[src/rtl/uart_frame_encoder.sv]
// Serialises a telemetry snapshot into an ASCII frame "$A:hh..,B:hh..*cc\r\n" written byte by
// byte into a UART FIFO. A frame is sent on a field change, on force_send, or on keepalive expiry.
module uart_frame_encoder #(
    parameter int unsigned NUM_FIELDS       = 8,
    parameter int unsigned FIELD_W          = 12,
    parameter int unsigned DATA_WIDTH       = 8,
    parameter int unsigned MIN_GAP_CYCLES   = 6_500_000,
    parameter int unsigned KEEPALIVE_CYCLES = 65_000_000
) (
    input  logic                          clk,
    input  logic                          rst,
    input  logic [NUM_FIELDS*FIELD_W-1:0] fields_in,
    input  logic                          force_send,
    input  logic                          tx_ready,
    input  logic                          tx_full,
    output logic [DATA_WIDTH-1:0]         uart_data,
    output logic                          uart_wr,
    output logic                          busy,
    output logic [15:0]                   frames_sent
);
    localparam int unsigned D        = (FIELD_W + 3) / 4;
    localparam int unsigned NIB_W    = 4 * D;
    localparam int unsigned FRAME_W  = NUM_FIELDS * FIELD_W;
    localparam int unsigned STAR_IDX = NUM_FIELDS * (D + 3);
    localparam int unsigned L        = STAR_IDX + 5;
    localparam int unsigned IDX_W    = $clog2(L);
    localparam int unsigned OFF_W    = $clog2(D + 3);
    localparam int unsigned FLD_W    = $clog2(NUM_FIELDS + 1);
    localparam int unsigned GAP_W    = (MIN_GAP_CYCLES > 0) ? $clog2(MIN_GAP_CYCLES + 1) : 1;
    localparam int unsigned KA_W     = (KEEPALIVE_CYCLES > 0) ? $clog2(KEEPALIVE_CYCLES + 1) : 1;

    typedef enum logic [1:0] {S_IDLE = 2'd0, S_LATCH = 2'd1, S_SEND = 2'd2} state_t;

    state_t                r_state;
    state_t                w_state_nxt;
    logic [FRAME_W-1:0]    r_snap;
    logic [FRAME_W-1:0]    r_last_sent;
    logic                  r_force_pend;
    logic [IDX_W-1:0]      r_idx;
    logic [OFF_W-1:0]      r_off;
    logic [FLD_W-1:0]      r_fld;
    logic [7:0]            r_csum;
    logic [GAP_W-1:0]      r_gap_cnt;
    logic                  r_gap_done;
    logic [KA_W-1:0]       r_ka_cnt;
    logic [DATA_WIDTH-1:0] r_uart_data;
    logic                  r_uart_wr;
    logic                  r_busy;
    logic [15:0]           r_frames_sent;

    logic                  w_wr_en;
    logic                  w_last;
    logic                  w_csum_upd;
    logic                  w_ka_exp;
    logic [FIELD_W-1:0]    w_field;
    logic [NIB_W-1:0]      w_fext;
    logic [3:0]            w_nib;
    logic [7:0]            w_char;

    function automatic logic [7:0] f_hex(input logic [3:0] n);
        return (n < 4'd10) ? (8'h30 + {4'h0, n}) : (8'h37 + {4'h0, n});
    endfunction

    always_ff @(posedge clk or negedge rst) begin
        if (!rst) r_state <= S_IDLE;
        else      r_state <= w_state_nxt;
    end

    always_comb begin
        w_state_nxt = r_state;
        case (r_state)
            S_IDLE:  if (r_gap_done && ((fields_in != r_last_sent) || r_force_pend || w_ka_exp))
                         w_state_nxt = S_LATCH;
            S_LATCH: w_state_nxt = S_SEND;
            S_SEND:  if (w_last) w_state_nxt = S_IDLE;
            default: w_state_nxt = S_IDLE;
        endcase
    end

    // Byte at r_idx is derived from the snapshot; r_fld/r_off track position inside the field list.
    always_comb begin
        w_field = '0;
        w_nib   = '0;
        w_char  = 8'h00;
        for (int i = 0; i < NUM_FIELDS; i++)
            if (r_fld == FLD_W'(i)) w_field = r_snap[i*FIELD_W +: FIELD_W];
        w_fext = NIB_W'(w_field);
        for (int j = 0; j < D; j++)
            if (r_off == OFF_W'(j + 2)) w_nib = w_fext[(D-1-j)*4 +: 4];

        if (r_idx == '0)                          w_char = 8'h24;
        else if (r_idx == IDX_W'(STAR_IDX))       w_char = 8'h2A;
        else if (r_idx == IDX_W'(STAR_IDX + 1))   w_char = f_hex(r_csum[7:4]);
        else if (r_idx == IDX_W'(STAR_IDX + 2))   w_char = f_hex(r_csum[3:0]);
        else if (r_idx == IDX_W'(STAR_IDX + 3))   w_char = 8'h0D;
        else if (r_idx == IDX_W'(STAR_IDX + 4))   w_char = 8'h0A;
        else if (r_off == '0)                     w_char = 8'h41 + 8'(r_fld);
        else if (r_off == OFF_W'(1))              w_char = 8'h3A;
        else if (r_off == OFF_W'(D + 2))          w_char = 8'h2C;
        else                                      w_char = f_hex(w_nib);

        w_wr_en    = (r_state == S_SEND) && tx_ready && !tx_full;
        w_last     = w_wr_en && (r_idx == IDX_W'(L - 1));
        w_csum_upd = (r_idx != '0) && (r_idx < IDX_W'(STAR_IDX));
        w_ka_exp   = (KEEPALIVE_CYCLES != 0) && (r_ka_cnt == KA_W'(KEEPALIVE_CYCLES));
    end

    always_ff @(posedge clk or negedge rst) begin
        if (!rst) begin
            r_snap        <= '0;
            r_last_sent   <= '0;
            r_force_pend  <= 1'b0;
            r_idx         <= '0;
            r_off         <= '0;
            r_fld         <= '0;
            r_csum        <= '0;
            r_gap_cnt     <= '0;
            r_gap_done    <= 1'b1;
            r_ka_cnt      <= '0;
            r_uart_data   <= '0;
            r_uart_wr     <= 1'b0;
            r_busy        <= 1'b0;
            r_frames_sent <= '0;
        end else begin
            r_uart_wr <= w_wr_en;
            r_busy    <= (w_state_nxt != S_IDLE);
            if (r_state == S_LATCH) r_force_pend <= 1'b0;
            if (force_send)         r_force_pend <= 1'b1;

            if (r_state == S_LATCH) begin
                r_snap      <= fields_in;
                r_last_sent <= fields_in;
                r_idx       <= '0;
                r_off       <= '0;
                r_fld       <= '0;
                r_csum      <= '0;
            end

            if (w_wr_en) begin
                r_uart_data <= DATA_WIDTH'(w_char);
                r_idx       <= r_idx + IDX_W'(1);
                if (w_csum_upd) r_csum <= r_csum ^ w_char;
                if (r_idx != '0) begin
                    if (r_off == OFF_W'(D + 2)) begin
                        r_off <= '0;
                        r_fld <= r_fld + FLD_W'(1);
                    end else begin
                        r_off <= r_off + OFF_W'(1);
                    end
                end
            end

            if (w_last) begin
                r_frames_sent <= r_frames_sent + 16'd1;
                r_gap_cnt     <= '0;
                r_gap_done    <= (MIN_GAP_CYCLES == 0);
                r_ka_cnt      <= '0;
            end else if (r_state == S_IDLE) begin
                if (!r_gap_done) begin
                    r_gap_cnt <= r_gap_cnt + GAP_W'(1);
                    if (32'(r_gap_cnt) + 32'd1 >= MIN_GAP_CYCLES) r_gap_done <= 1'b1;
                end
                if ((KEEPALIVE_CYCLES != 0) && !w_ka_exp) r_ka_cnt <= r_ka_cnt + KA_W'(1);
            end
        end
    end

    assign uart_data   = r_uart_data;
    assign uart_wr     = r_uart_wr;
    assign busy        = r_busy;
    assign frames_sent = r_frames_sent;

endmodule

[config.mk]
export PLATFORM = sky130hd
export DESIGN_NAME = uart_frame_encoder
export DESIGN_NICKNAME = d
export VERILOG_FILES = /design/src/rtl/uart_frame_encoder.sv
export SDC_FILE = /design/constraint.sdc
export NUM_CORES = 1
export LEC_CHECK = 0
export BUFFER_PORTS_ARGS = -buffer_cell sky130_fd_sc_hd__clkbuf_2
export CAP_MARGIN = 20
export CORE_MARGIN = 2
export CORE_UTILIZATION = 64
export CTS_CLUSTER_SIZE = 8
export DETAILED_ROUTE_END_ITERATION = 12
export PLACE_DENSITY = 0.86
export REMOVE_ABC_BUFFERS = 1
export SLEW_MARGIN = 20
export SYNTH_ARGS = -nofsm -noshare
export SYNTH_HDL_FRONTEND = slang
export SYNTH_SLANG_ARGS = --single-unit
[constraint.sdc]
create_clock -name clk -period 7 [get_ports clk]
set_input_delay 1.4 -clock clk [delete_from_list [all_inputs] [get_ports clk]]
set_output_delay 1.4 -clock clk [all_outputs]
set_load 0.03 [all_outputs]
Word level (Yosys, flattened, before mapping)
Cells that the tools add are included.
W data, S select, Z words.
- reductions and logical operators: 19
- order comparisons: 5
- bitwise logic cells: 1
- multiplexer cells: 51
- add/subtract/negate cells: 14
- equality and inequality tests: 23
- operator list (operator ; count):
    $mux W12 ; 8
    $ne A96 B96 Y1 ; 1
    $mux W8 ; 10
    $mux W26 ; 3
    $mux W23 ; 3
    $add A6 B4 Y7 const A ; 6
    $mux W7 ; 5
    $eq A6 B6 Y1 const B ; 5
    $mux W4 ; 7
    $add A26 B1 Y26 const B ; 1
    $eq A26 B26 Y1 const B ; 1
    $add A23 B1 Y24 const B ; 1
    $ge A24 B23 Y1 const B ; 1
    $add A23 B1 Y23 const B ; 1
    $add A16 B1 Y16 const B ; 1
    $eq A4 B3 Y1 const B ; 4
    $lt A4 B4 Y1 const B ; 3
    $mux W3 ; 4
    $mux W6 ; 2
    $add A7 B4 Y8 const A ; 1
    $eq A4 B2 Y1 const B ; 2
    $reduce_bool A2 Y1 ; 4
    $xor A8 B8 Y8 ; 1
    $add A6 B1 Y6 const B ; 1
    other kinds (23) ; 37
- logic and storage cells: 127
- output and inout bits: 26
- input bits: 101
- flip-flop bits (word level): 196

Depth between registers and ports, before layout
Gate-level depths: netlist (run 1).
- depth after elaboration: 26
- depth in mapped cells: 16
- mapped depth without buffers: 14

Worst setup path before layout (run 1)
No wires, ideal clock.
- path kind: input to register
- start: input port fields_in[9]
- end: register r_busy, in the netlist busy
- buffers on the path: 0
- setup slack: 3.733 ns
- setup time: 0.124 ns
- stages on the path: 9
- required time: 6.876 ns
- data arrival time: 3.143 ns
- cell sequence: inv_1 > o22ai_1 > or4_1 > nor4_1 > nand4_1 > nor4_1 > nand4_1 > and3_1 > or2_1
- cells in the longest elaborated chain, start to end: 7
- RTL lines (what ; line ; source):
    from (decl) ; 12 ; input logic [NUM_FIELDS*FIELD_W-1:0] fields_in,
    $ne A96 B96 Y1 ; 72 ; S_IDLE: if (r_gap_done && ((fields_in != r_last_sent) || r_force_pend || w_ka_exp))
    $logic_or A1 B1 Y1 (2 in series) ; 72 ;
    $logic_and A1 B1 Y1 ; 72 ;
    $mux W2 ; 72 ;
    $pmux W2 S3 ; 71 ; case (r_state)
    via w_state_nxt[0] ; 35 ; state_t w_state_nxt;
    $reduce_bool A2 Y1 ; 126 ; r_busy <= (w_state_nxt != S_IDLE);
    to (signal assigned) ; 126 ;
    to (decl) ; 48 ; logic r_busy;
The timed path passes the listed nets, and every way through them passes these cells.
A chain may end at the register's enable or synchronous reset.

Worst setup path in the final report (run 1)
- start: register r_fld[0]
- end: register r_csum[2]
- cells in the longest elaborated chain, start to end: 26
- elaborated cells on any way between the ends: 36
- those cells by class: add/sub (3); order compare (1); eq/ne (7); mux (23); bitwise (1); reduce/logical (1)
- RTL lines (what ; line ; source):
    from (decl) ; 41 ; logic [FLD_W-1:0] r_fld;
    from (signal assigned) ; 146 ; r_fld <= r_fld + FLD_W'(1);
    $logic_not A4 Y1 ; 86 ; if (r_fld == FLD_W'(i)) w_field = r_snap[i*FIELD_W +: FIELD_W];
    $mux W12 (8 in series) ; 86 ;
    $mux W4 (3 in series) ; 89 ; if (r_off == OFF_W'(j + 2)) w_nib = w_fext[(D-1-j)*4 +: 4];
    $add A6 B4 Y7 or $lt A4 B4 Y1 (tied branches) ; 61 ; return (n < 4'd10) ? (8'h30 + {4'h0, n}) : (8'h37 + {4'h0, n});
    $mux W7 ; 61 ;
    $mux W7 ; 99 ; else if (r_off == OFF_W'(D + 2)) w_char = 8'h2C;
    $mux W7 ; 98 ; else if (r_off == OFF_W'(1)) w_char = 8'h3A;
    $mux W8 (*) ; 97 ; else if (r_off == '0) w_char = 8'h41 + 8'(r_fld);
    $mux W8 (*) ; 96 ; else if (r_idx == IDX_W'(STAR_IDX + 4)) w_char = 8'h0A;
    $mux W8 (*) ; 95 ; else if (r_idx == IDX_W'(STAR_IDX + 3)) w_char = 8'h0D;
    $mux W8 (*) ; 94 ; else if (r_idx == IDX_W'(STAR_IDX + 2)) w_char = f_hex(r_csum[3:0]);
    $mux W8 (*) ; 93 ; else if (r_idx == IDX_W'(STAR_IDX + 1)) w_char = f_hex(r_csum[7:4]);
    $mux W8 (*) ; 92 ; else if (r_idx == IDX_W'(STAR_IDX)) w_char = 8'h2A;
    $mux W8 (*) ; 91 ; if (r_idx == '0) w_char = 8'h24;
    $xor A8 B8 Y8 (*) ; 142 ; if (w_csum_upd) r_csum <= r_csum ^ w_char;
    $mux W8 (*) ; 142 ;
    $mux W8 (*) ; 139 ; if (w_wr_en) begin
    to (signal assigned) ; 142 ;
    to (decl) ; 42 ; logic [7:0] r_csum;
Every way passes the cells marked *; elsewhere a longest branch is shown, timed or not.

==> results of run 1 <==
-- cell families (layout without fill, tap and decap cells) --
kind of cell | Yosys count | after routing | share of synthesized area (%)
other cells | 1 | 2 | 0.0326
flops | 195 | 195 | 42.4
fa+ha+maj | 17 | 17 | 1.85
xor+xnor | 108 | 108 | 8.22
buf+inv | 124 | 228 | 4.47
simple gates | 419 | 419 | 18.6
mux | 83 | 83 | 8.02
compound gates | 301 | 301 | 16.4
-- cell type report --
cell class / count / area (um^2)
Multi-Input combinational cell: 929 / 6130
Antenna cell: 1 / 2.50
Tap cell: 229 / 287
Clock buffer: 17 / 425
Fill cell: 1329 / 4920
Timing Repair Buffer: 134 / 702
Inverter: 62 / 245
Clock inverter: 15 / 184
Sequential cell: 195 / 4880
-- through the flow --
stage,hold slack (ns),worst slack (ns)
floorplan,0.445,2.52
global placement,0.458,2.88
detailed placement,0.475,2.80
CTS,0.485,3.21
global route,0.514,2.86
finish,0.475,3.17
-- worst max-delay path by stage --
stage                             from                          end  slack [ns]
floorplan                      tx_full  frames_sent[15]$_DFFE_PN0P_        2.52
global placement               tx_full  frames_sent[15]$_DFFE_PN0P_        2.88
detailed placement             tx_full  frames_sent[15]$_DFFE_PN0P_        2.80
CTS                 r_fld[0]$_DFF_PN0_          r_csum[2]$_DFF_PN0_        3.21
global route        r_fld[0]$_DFF_PN0_          r_csum[2]$_DFF_PN0_        2.86
finish              r_fld[0]$_DFF_PN0_          r_csum[2]$_DFF_PN0_        3.17
-- worst max-delay path: cells and delay by family (launching register included) --
family | cells | cell delay [ns]
AO/OA/AOI/OAI | 3 | 0.45
adder cells (fa/ha/maj) | 2 | 0.99
buffers and inverters | 1 | 0.39
flip-flops | 1 | 0.47
multiplexers | 1 | 0.19
AND/OR/NAND/NOR | 7 | 1.24
-- per-layer routing --
metal  routed length [um]  vias to the layer above  global-route usage (%)
met2                14400                      453                    51.7
met5                    0                        -                       0
met1                12900                     4874                    44.4
li1                     -                     4651                       -
met3                 2280                       65                    5.61
met4                  827                        0                    11.0
-- cells in the final DEF (no fill, tap or decap), drive strengths merged, types with 23 or more instances in the layout --
cell,count
a21oi,62
nor2,87
xor2,52
dfrtp,194
xnor2,56
nand2,127
nand3,39
nor3,23
o21ai,109
mux2,74
inv,69
nand4,30
clkbuf,142
-- power by group --
| part | switching (mW) | internal (mW) |
|---|---|---|
| sequential | 0.146 | 1.23 |
| clock | 0.471 | 0.543 |
| combinational | 0.784 | 0.456 |
-- registers in the layout, indices dropped and copies added (netlist names), 4 cells and up --
| signal | flops |
|---|---|
| r_last_sent | 96 |
| r_ka_cnt | 26 |
| r_gap_cnt | 23 |
| frames_sent | 16 |
| r_csum | 8 |
| uart_data | 7 |
| r_idx | 6 |
| r_fld | 4 |
==> results by group, run 1 <==
Routing
  – Number of detailed-routing iterations run before antenna repair: 6
  – Drt initial violations: between 1000 and 1500
  – Routed wirelength normalized by instance count: between 15 and 20 um
  – Final wirelength: 30300 um
  – Remaining antenna violation count after routing: 0
  – Number of design rule violations left after detail routing: 0
  – Via density per instance: about 6.3
  – Overall via count from detail_route: 10043

STA
  – Unrepaired setup endpoints after global routing: no
  – Post-route clock skew: around 0.015 ns
  – Total setup violations reported at the end of the flow: 0
  – Final Slew Violations: 0
  – Setup TNS after final layout: 0 ns
  – Timing-limited maximum frequency: between 200 and 300 MHz
  – Max transition margin: a little under two fifths
  – Final Critical Period: roughly 3.8 ns
  – Slew @ Worst Pin: ~0.94 ns
  – Hold Fails Final Rpt: 0
  – Part of the cycle the worst path needs: a little over half

GRT
  – Largest net degree at the start of global routing: between 80 and 90
  – First-pass GRT wire length: 49500 um
  – Total global routing track utilization: between 30 and 40%
  – Initial antenna violation count: 1
  – Vias in the first global route: a little under 10000
  – Sum of overflow across all layers after global routing: 0

Critical path
  – CP endpoint kind: flip-flop
  – Cell-by-cell listing of the critical path: ha_1 > buf_4 > or2_2 > nor2_1 > o211ai_1 > o221ai_1 > o2111a_1 > nor3_2 > ha_1 > nand2_1 > nor4b_2 > nor4_2 > nor3_2 > mux2i_1
  – Worst setup path category: flip-flop to flip-flop
  – Crit Reg-Reg Startpoint: r_fld[0]$_DFF_PN0_
  – Worst setup SP type: flip-flop
  – Crit path arrival time: 4.19 ns
  – Maximum fanout encountered on the critical timing path: 24
  – Minimum setup slack among reg-to-reg paths: 3.17 ns
  – Reg2Reg Capture Point: r_csum[2]$_DFF_PN0_
  – Highest-delay cell along the critical path: ha_1
  – Length in cells of the worst reg-to-reg path: 14
  – Stage delay of the slowest cell on the critical path: 0.72 ns
  – Data required time at the worst endpoint: 7.36 ns

Power and ir drop
  – Power density relative to cell area: between 200 and 300 nW/um^2
  – Largest voltage drop on the vdd net: ~0.23 mV
  – Leak pwr: about 5.7 nW
  – Overall Power: 3.63 mW

Clock tree
  – Post-cts resize count: 0
  – Clock latency reported for the late side of the worst-skew pair: 0.44 ns
  – Clock transition at the register clock pins on the worst setup and hold paths after CTS: roughly 0.07 ns
  – Setup Fix Bufs, Post-CTS: 0
  – CTS tree: built
  – Clk buf depth: 2
  – Number of buffers inserted by hold repair at cts: 0
  – CTS Root Buffer Type: clkbuf_16
  – Clock sink count: approximately 200
  – Clock buffers created by TritonCTS: 17
  – H-tree lvl count: 4

Floorplanning
  – Count of pins on the block boundary: about 130
  – Effective utilization at floorplan: 64.7%
  – Floorplan core area: roughly 18000 um^2
  – Die ar.: 19100 um^2
  – Horizontal die dimension: 138 um
  – Row cnt: 49
  – Chip Height: approximately 140 um

Place
  – Instance area at placement: roughly 12000 um^2
  – Cell count after placement: about 1500
  – GP Congestion: a little under 1
  – Final HPWL from detailed placement: approximately 22000 um
  – # port buffers: approximately 130

Synth
  – Most common flop cell mapped by yosys: dfrtp_1
  – Post-synth top area cell: dfrtp_1
  – Count of unique library cells instantiated by Yosys: 80
  – Synth Warn #: 0
  – Main area contributors after synthesis: dfrtp_1 (42%), mux2_2 (7.2%), o21ai_0 (4.3%)
  – Top cell types by occurrence after synthesis: dfrtp_1 (194), nand2_1 (124), o21ai_0 (100)
  – Post-synth EDFFs: 0
  – Seq/Total Area, Yosys: between 40% and 50%
  – Area share of the leading cell type in the synthesized netlist: ~42%
  – Most frequent cell after synthesis: dfrtp_1
  – Post-synthesis async set-or-reset flop share: 100%
  – Flip-flop and latch count after synthesis: approximately 200
  – Cell Area, Synth: 11500 um^2
  – Instance count of the mapped netlist: 1248
  – Avg Cell Area, Syn: 9.22 um^2

Hold path
  – Start point of the worst min-delay path: r_csum[4]$_DFF_PN0_
  – Hold Path Stages: 1
  – End point of the most critical hold path: r_csum[4]$_DFF_PN0_
  – Path type of the worst min-delay path: flip-flop to flip-flop

Final layout
  – Synth-to-Final Area Change: 11.8%
  – Fraction of final layout cells with drive strength greater than 1: roughly a fifth
  – Final nets: roughly 1500
  – Layout Cell Area excl Fill: 12900 um^2
  – Final Core Density: a little over 70%
  – Final standard cell count with taps included and fillers excluded: between 1500 and 2000

Run status
  – Run status: complete, no violations

Run
  – Max capacitance violation total: 0
(Power assumes the default switching activity.)
==> run 2: changes to the inputs <==
Settings changed: CORE_UTILIZATION 64 to 54, PLACE_DENSITY 0.86 to 0.77.
Clock period 7 ns to 3.4 ns, I/O delays scaled along.
==> results by group, run 2 (synthesis gave the netlist of run 1 again) <==
STA
  – Post-route clock skew: 0.00846 ns
  – Final Slew Violations: 0
  – Slew @ Worst Pin: 0.895 ns
  – Worst setup slack after layout: 0.233 ns
  – Total setup violations reported at the end of the flow: 0
  – Unrepaired setup endpoints after global routing: no
  – Setup TNS after final layout: 0 ns
  – Timing-limited maximum frequency: between 300 and 400 MHz
  – Final Critical Period: 3.17 ns
  – Part of the cycle the worst path needs: just over 90%
  – Max transition margin: 40.3%
  – Hold Fails Final Rpt: 0

Final layout
  – Register with the highest flop count: r_last_sent
  – Synth-to-Final Area Change: 14.5%
  – # fillers: approximately 1800
  – Final nets: 1481
  – Layout Cell Area excl Fill: 13200 um^2
  – Most common library cell in the layout ignoring fill and taps: dfrtp_1
  – Most frequent cells in the layout: dfrtp_1 (194), nand2_1 (124), clkbuf_2 (124)
  – Fraction of final layout cells with drive strength greater than 1: 21.2%
  – Diodes inserted: 0
  – Biggest regs: r_last_sent (96), r_ka_cnt (26), r_gap_cnt (23)
  – Area of the multi-input gates: 6140 um^2
  – Number of flip-flops in the largest register: 96
  – Register Area: just under 5000 um^2

Routing
  – Number of detailed-routing iterations run before antenna repair: 8
  – Via density per instance: roughly 6.1
  – Number of design rule violations left after detail routing: 0
  – Drt initial violations: 936
  – Remaining antenna violation count after routing: 0
  – Final wirelength: just over 30000 um
  – Routed wirelength normalized by instance count: 18.6 um
  – Overall via count from detail_route: roughly 10000

Floorplanning
  – Die ar.: 22500 um^2
  – Count of pins on the block boundary: approximately 130
  – Horizontal die dimension: ~150 um
  – Floorplan core area: approximately 21000 um^2
  – Effective utilization at floorplan: 54.9%
  – Row cnt: between 50 and 60
  – Chip Height: 150 um

Clock tree
  – Clock buffers created by TritonCTS: 17
  – Clock transition at the register clock pins on the worst setup and hold paths after CTS: ~0.070 ns
  – Clock sink count: approximately 200
  – Clock latency reported for the late side of the worst-skew pair: ~0.44 ns
  – Post-cts resize count: 0
  – Setup Fix Bufs, Post-CTS: 0
  – CTS Root Buffer Type: clkbuf_16
  – Clk buf depth: 2
  – CTS tree: built
  – H-tree lvl count: 4
  – Number of buffers inserted by hold repair at cts: 0

Critical path
  – Crit Reg-Reg Startpoint: r_off[0]$_DFF_PN0_
  – CP endpoint kind: flip-flop
  – Data required time at the worst endpoint: between 3 and 4 ns
  – Crit. Startpoint: r_off[0]$_DFF_PN0_
  – Worst setup SP type: flip-flop
  – Maximum fanout encountered on the critical timing path: 5
  – Worst setup path category: flip-flop to flip-flop
  – Crit path arrival time: approximately 3.5 ns
  – Minimum setup slack among reg-to-reg paths: 0.23 ns
  – Length in cells of the worst reg-to-reg path: 12
  – Reg2Reg Capture Point: r_csum[6]$_DFF_PN0_

Place
  – # port buffers: approximately 130
  – Setup slack at placement: between 0.2 and 0.25 ns
  – Final HPWL from detailed placement: 22800 um
  – Instance area at placement: approximately 13000 um^2
  – GP Congestion: 0.996

Hold path
  – Path type of the worst min-delay path: input pin to asynchronous set/reset pin

Power and ir drop
  – Reg power frac: 36.8%
  – Sw Pwr: between 2 and 3 mW
  – Largest voltage drop on the vdd net: about 0.38 mV
  – Internal Dissipation: between 4 and 5 mW
  – Power density relative to cell area: 579 nW/um^2
  – Clk network pwr share: between 20% and 30%
  – Switch share: about 37%
  – Leak pwr: just under 6 nW
  – Combinational power share: 35.0%

Run status
  – Run status: complete, no violations

GRT
  – Largest net degree at the start of global routing: between 90 and 100
  – Met3 usage in global routing: between 4 and 5%
  – Met1 Use GR: 40.7%
  – Total global routing track utilization: ~28%
  – Vias in the first global route: 9237
  – First-pass GRT wire length: between 40000 and 50000 um
  – Sum of overflow across all layers after global routing: 0
  – Met2 global-route usage: a little over two fifths
  – Initial antenna violation count: 0
  – Highest-utilization routing layer at the global route stage: met2

Run
  – Max capacitance violation total: 0
-- run 2: through the flow --
step,power (mW),hold slack [ns],instances,util [%]
after CTS,7.58,0.354,1650,62.8
final,7.63,0.326,1650,62.9
after detailed placement,5.43,0.464,1619,59.9
after global placement,5.35,0.456,1619,59.9
after floorplan,4.53,0.384,1186,-
after global routing,8.05,0.385,1650,62.9
-- run 2: routing by layer --
layer  wire length, um  up-vias  share of wire (%)
met3              2300       56                7.5
li1                  -     4689                  -
met1             13700     4925                 45
met2             13900      409                 45
met5                 0        -                  0
met4               787        0                2.6
-- run 2: area by class of cell --
class                      instances  area share (%)
multi-input combinational        929            46.6
sequential                       195            37.0
timing repair buffer             158            7.17
clock buffer                      17            3.23
tap                              275            2.61
inverter                          62            1.86
clock inverter                    14            1.48
-- run 2: how the worst max path moves through the flow --
stage,to,slack [ns],cells after the start
after floorplan,busy$_DFF_PN0_,-0.69,3
after global placement,busy$_DFF_PN0_,0.34,10
after detailed placement,r_csum[2]$_DFF_PN0_,0.24,13
after CTS,r_csum[2]$_DFF_PN0_,0.23,13
after global routing,r_csum[6]$_DFF_PN0_,0.02,13
final,r_csum[6]$_DFF_PN0_,0.23,12
-- run 2: power by group through the flow --
stage / sequential [mW] / combinational, mW / clock (mW)
finish: 2.81 / 2.67 / 2.15
global route: 2.84 / 2.93 / 2.27
CTS: 2.80 / 2.61 / 2.17
detailed placement: 2.84 / 2.59 / 0
global placement: 2.82 / 2.53 / 0
floorplan: 2.87 / 1.66 / 0
-- run 2: worst max-delay path: stages, from the launching register on --
cell,delay [ns]
dfrtp_1,0.38
and2_1,0.16
ha_1,0.23
or4b_1,0.52
nor2_1,0.26
o221ai_1,0.20
o21ai_1,0.20
o21ai_2,0.09
ha_1,0.25
o21ai_1,0.16
nand3_1,0.19
a31oi_1,0.27
mux2i_1,0.20
